==> config.mk <==
export PLATFORM = sky130hd
export DESIGN_NAME = switch_debouncer
export DESIGN_NICKNAME = d
export VERILOG_FILES = /design/src/rtl/board_io_pkg.sv /design/src/rtl/debounce_channel.sv /design/src/rtl/switch_debouncer.sv
export SDC_FILE = /design/constraint.sdc
export NUM_CORES = 1
export LEC_CHECK = 0
export ABC_AREA = 1
export BUFFER_PORTS_ARGS = -buffer_cell sky130_fd_sc_hd__buf_2
export CAP_MARGIN = 25
export CORE_ASPECT_RATIO = 1.4
export CORE_MARGIN = 2
export CORE_UTILIZATION = 47
export CTS_CLUSTER_SIZE = 10
export DETAILED_ROUTE_END_ITERATION = 7
export PLACE_DENSITY = 0.66
export SYNTH_ARGS = -nofsm -noshare
export SYNTH_HDL_FRONTEND = slang
export SYNTH_SLANG_ARGS = --single-unit
==> constraint.sdc <==
create_clock -name i_Clk -period 3.8 [get_ports i_Clk]
set_input_delay 0.57 -clock i_Clk [delete_from_list [all_inputs] [get_ports i_Clk]]
set_output_delay 0.57 -clock i_Clk [all_outputs]
set_load 0.005 [all_outputs]
==> src/rtl/board_io_pkg.sv <==
// ---------------------------------------------------------------------------
// board_io_pkg
//   Constants shared by the board I/O conditioning logic.
//   DEFAULT_DEBOUNCE_CYCLES : 10 ms filter window at 25 MHz
//   SIM_DEBOUNCE_CYCLES     : short window for simulation runs
//   NUM_SWITCHES            : number of push-buttons on the board
// ---------------------------------------------------------------------------
package board_io_pkg;

    localparam int DEFAULT_DEBOUNCE_CYCLES = 250000;
    localparam int SIM_DEBOUNCE_CYCLES     = 4;
    localparam int NUM_SWITCHES            = 4;

endpackage : board_io_pkg

==> src/rtl/debounce_channel.sv <==
// ---------------------------------------------------------------------------
// debounce_channel
//   One switch input: 2-flop synchroniser, counter-based debounce filter,
//   registered stable level and one-cycle rise/fall pulses.
//
//   Ports:
//     clk        : system clock (CPU clock domain)
//     rst_n      : asynchronous active-low reset
//     switch_raw : raw, asynchronous, bouncing switch level
//     level      : debounced stable level
//     rise       : one-cycle pulse in the cycle level first reads 1
//     fall       : one-cycle pulse in the cycle level first reads 0
//
//   The output follows the synchronised input only after it has disagreed
//   with the current level on DEBOUNCE_CYCLES consecutive edges. Any single
//   edge of agreement restarts the run. DEBOUNCE_CYCLES must be >= 2.
// ---------------------------------------------------------------------------
module debounce_channel
    import board_io_pkg::*;
#(
    parameter int DEBOUNCE_CYCLES = DEFAULT_DEBOUNCE_CYCLES
) (
    input  logic clk,
    input  logic rst_n,
    input  logic switch_raw,
    output logic level,
    output logic rise,
    output logic fall
);

    localparam int                 CNT_W   = $clog2(DEBOUNCE_CYCLES);
    localparam logic [CNT_W-1:0]   CNT_MAX = CNT_W'(DEBOUNCE_CYCLES - 1);

    logic             sync1;
    logic             sync2;
    logic [CNT_W-1:0] cnt;

    always_ff @(posedge clk or negedge rst_n) begin
        if (!rst_n) begin
            sync1 <= 1'b0;
            sync2 <= 1'b0;
            level <= 1'b0;
            cnt   <= '0;
            rise  <= 1'b0;
            fall  <= 1'b0;
        end else begin
            sync1 <= switch_raw;
            sync2 <= sync1;

            if (sync2 == level) begin
                // Agreement anywhere in the run throws the run away.
                cnt  <= '0;
                rise <= 1'b0;
                fall <= 1'b0;
            end else if (cnt == CNT_MAX) begin
                // This edge is the DEBOUNCE_CYCLES-th consecutive
                // disagreement: accept the new level and pulse once.
                level <= sync2;
                cnt   <= '0;
                rise  <= sync2;
                fall  <= ~sync2;
            end else begin
                // Saturating by construction: the branch above catches
                // CNT_MAX before an increment could wrap.
                cnt  <= cnt + 1'b1;
                rise <= 1'b0;
                fall <= 1'b0;
            end
        end
    end

endmodule : debounce_channel

==> src/rtl/switch_debouncer.sv <==
// ---------------------------------------------------------------------------
// switch_debouncer
//   Conditions NUM_CH raw push-button inputs for use in the CPU clock domain.
//   Each channel is an independent debounce_channel instance.
//
//   Ports:
//     i_Clk    : system clock, same as the CPU
//     i_Rst_n  : asynchronous active-low reset
//     i_Switch : raw switch levels, bit n is switch n+1
//     o_Level  : debounced stable level per channel
//     o_Rise   : one-cycle pulse per channel on a 0->1 level change
//     o_Fall   : one-cycle pulse per channel on a 1->0 level change
//
//   Latency from the edge that first samples a new stable raw value to the
//   new o_Level is DEBOUNCE_CYCLES+1 edges. All outputs are registered.
// ---------------------------------------------------------------------------
module switch_debouncer
    import board_io_pkg::*;
#(
    parameter int NUM_CH          = NUM_SWITCHES,
    parameter int DEBOUNCE_CYCLES = DEFAULT_DEBOUNCE_CYCLES
) (
    input  logic              i_Clk,
    input  logic              i_Rst_n,
    input  logic [NUM_CH-1:0] i_Switch,
    output logic [NUM_CH-1:0] o_Level,
    output logic [NUM_CH-1:0] o_Rise,
    output logic [NUM_CH-1:0] o_Fall
);

    // Counter width is derived from the filter window.
    localparam int CNT_W = $clog2(DEBOUNCE_CYCLES);

    for (genvar n = 0; n < NUM_CH; n++) begin : g_ch
        debounce_channel #(
            .DEBOUNCE_CYCLES (DEBOUNCE_CYCLES)
        ) u_ch (
            .clk        (i_Clk),
            .rst_n      (i_Rst_n),
            .switch_raw (i_Switch[n]),
            .level      (o_Level[n]),
            .rise       (o_Rise[n]),
            .fall       (o_Fall[n])
        );
    end

endmodule : switch_debouncer

==> impl_metrics.ini <==
[sta]
hold_violations = 0
fin_crit_ps = 1520
slew_headroom_pct = 67.4
finalCritPeriodShare_pct = 39.9
rsz0062_at_grt = false
holdWs_ps = 109
finClkSkew_ps = 7.77
fmax_mhz = 659
fin_setup_tns_ps = 0
slew_violations = 0
final-setup-viol-count = 0
setup_ws_ps = 2280
tightest_slew_ps = 489

[finish]
n_antenna_cell = 0
area_growth_pct = 9.62
layout_commonest_cell = nor2_1
stdcell_count = 755
finalNetCount = 625
drive_gt1_share_pct = 15.6
final_cell_mix = nor2_1 (158), nand2_1 (93), dfrtp_1 (92)
fin_area_um2 = 5330

[clock_tree]
cts_tree = yes
cts_made_buffers = 9
clkSlewWorstSetupHoldPaths_ps = 70
clock-sinks = 92
cts_hold_buf = 0
postCtsResizedCells = 0
cts_setup_buffers = 0
cts-htree-levels = 3
clock_path_buffers = 2
cts_root_buffer = clkbuf_16
clock_latency_ps = 340

[power_and_ir_drop]
cellPowerDensity_nw_per_um2 = 367
p_leak_nw = 2.30
vdd_drop_max_v = 0.000210

[detailed_routing]
ant_nets = 0
wl_per_cell_um = 11.8
drc = 0
vias_per_cell = 4.84
drtIter0Drc = 166
wl_mm = 8.91
dr.pass1.iters = 4
num_vias = 3657

[worst_setup_path]
arrival_ps = 1740
crit_type = register to register
cp-end-kind = register
worstPathMaxFanout = 10
worst_setup_path_start_kind = register
required_ps = 4020

[placed_design]
post-dp-hpwl_mm = 6.61
dp_slack_ps = 2280
placed_cell_area_um2 = 5040
io_buffers = 17
dpl.cell_count = 739
gp_congestion = 0.920

[global_routing]
grt_max_degree = 41
grt_use_total_pct = 17.6
grt_antenna_before_repair = 0
grt-ovfl-total = 0
grt_pass1_wl_mm = 16.2
grt_pass1_vias = 3786

[logic_synthesis]
syn_inst = 598
syn_area_um2 = 4860
yosys_register_bits = 92
ys_seq_area_share_pct = 47.3
synth_warnings = 0
synth_nets = 608
avgSynthCellArea_um2 = 8.13
yosysUniqueCellTypes = 22

[hold_path]
hold_path.class = primary input to asynchronous set/reset pin

[floorplan]
fp.dieW_um = 90.0
dieArea_um2 = 11200
die_h_um = 124
core.rowCount = 43
core_area_um2 = 10000
pin_count = 18
start_util_pct = 48.6

[run]
maxCapViolCount = 0

[run_status]
status = finished, final reports clean
-- worst paths after layout --
path,from,endpoint,slack (ps),cells after the start
hold reg to reg,g_ch[3].u_ch.sync1,g_ch[3].u_ch.sync2,350,0
setup / recovery,g_ch[0].u_ch.cnt[0],g_ch[0].u_ch.cnt[10],2280,6
setup reg to reg,g_ch[0].u_ch.cnt[0],g_ch[0].u_ch.cnt[10],2280,6
min in group i_Clk,i_Switch[3],g_ch[3].u_ch.sync1,330,1
hold / removal,i_Rst_n,g_ch[2].u_ch.cnt[14],110,1
max in group asynchronous,i_Rst_n,g_ch[1].u_ch.cnt[13],2900,2
-- cell type report --
class / instances / area [um2]
fillers: 969 / 4670
flip-flops and latches: 92 / 2300
multi-input cells: 433 / 2240
clock buffers: 10 / 229
inverters: 60 / 225
well taps: 135 / 169
repair buffers: 19 / 103
clock inverters: 6 / 65.1
-- metrics by stage --
stage,utilization [%],power [W]
3_3_place_gp,50.4,0.00109
5_1_grt,53.3,0.00203
6_report,53.3,0.00196
2_1_floorplan,-,0.00106
4_1_cts,53.3,0.00198
3_5_place_dp,50.4,0.00109
-- state kept, by name (all words and copies together), names as in the netlist --
name / flops
g_ch.u_ch.level: 4
g_ch.u_ch.sync2: 4
g_ch.u_ch.cnt: 72
g_ch.u_ch.fall: 4
g_ch.u_ch.sync1: 4
g_ch.u_ch.rise: 4
-- per-layer routing --
| layer | wire [um] | up-vias | GRT usage, % |
|---|---|---|---|
| li1 | - | 1874 | - |
| met1 | 3850 | 1721 | 21.1 |
| met2 | 4630 | 45 | 30.6 |
| met3 | 276 | 17 | 3.75 |
| met4 | 157 | 0 | 7.33 |
| met5 | 0 | - | 0 |
-- synthesized netlist by cell type --
library cell  number  area [um2]
nor2_1           158         593
nand2_1           93         349
dfrtp_1           92        2300
inv_1             53         199
nand3_1           47         235
xor2_1            26         228
nand2_2           15        93.8
nor2_2            15        93.8
xnor2_1           15         131
buf_4             13        97.6
nor2_4            13         146
a21oi_1           10        50.1
nor3_1            10        50.1
inv_2              7        26.3
nand3_2            7        70.1
nand2_4            6        67.6
nand4_1            5        31.3
ha_1               4        50.1
o21ai_0            4        20.0
and2_0             2        12.5
o21ai_1            2        10.0
o21bai_1           1        7.51
-- critical path, stage by stage, from the launching register on --
cell	delay [ps]
dfrtp_1	380
ha_1	200
nand3_1	170
inv_2	140
nand3_2	180
nand2_2	250
nor2_1	80
-- power breakdown --
group / switching, W / internal, W
clock: 0.000379 / 0.000510
combinational: 0.0000461 / 0.0000178
sequential: 0.0000126 / 0.000994
-- cell families after synthesis --
logic type / synth area share, %
adders and majority gates: 1.03
DFF: 47.3
AOI/OAI and AO/OA: 1.80
and+or+nand+nor: 35.8
buffers and inverters: 6.64
xor gates and xnor gates: 7.38
No activity file was read; power rests on OpenSTA's default activity.
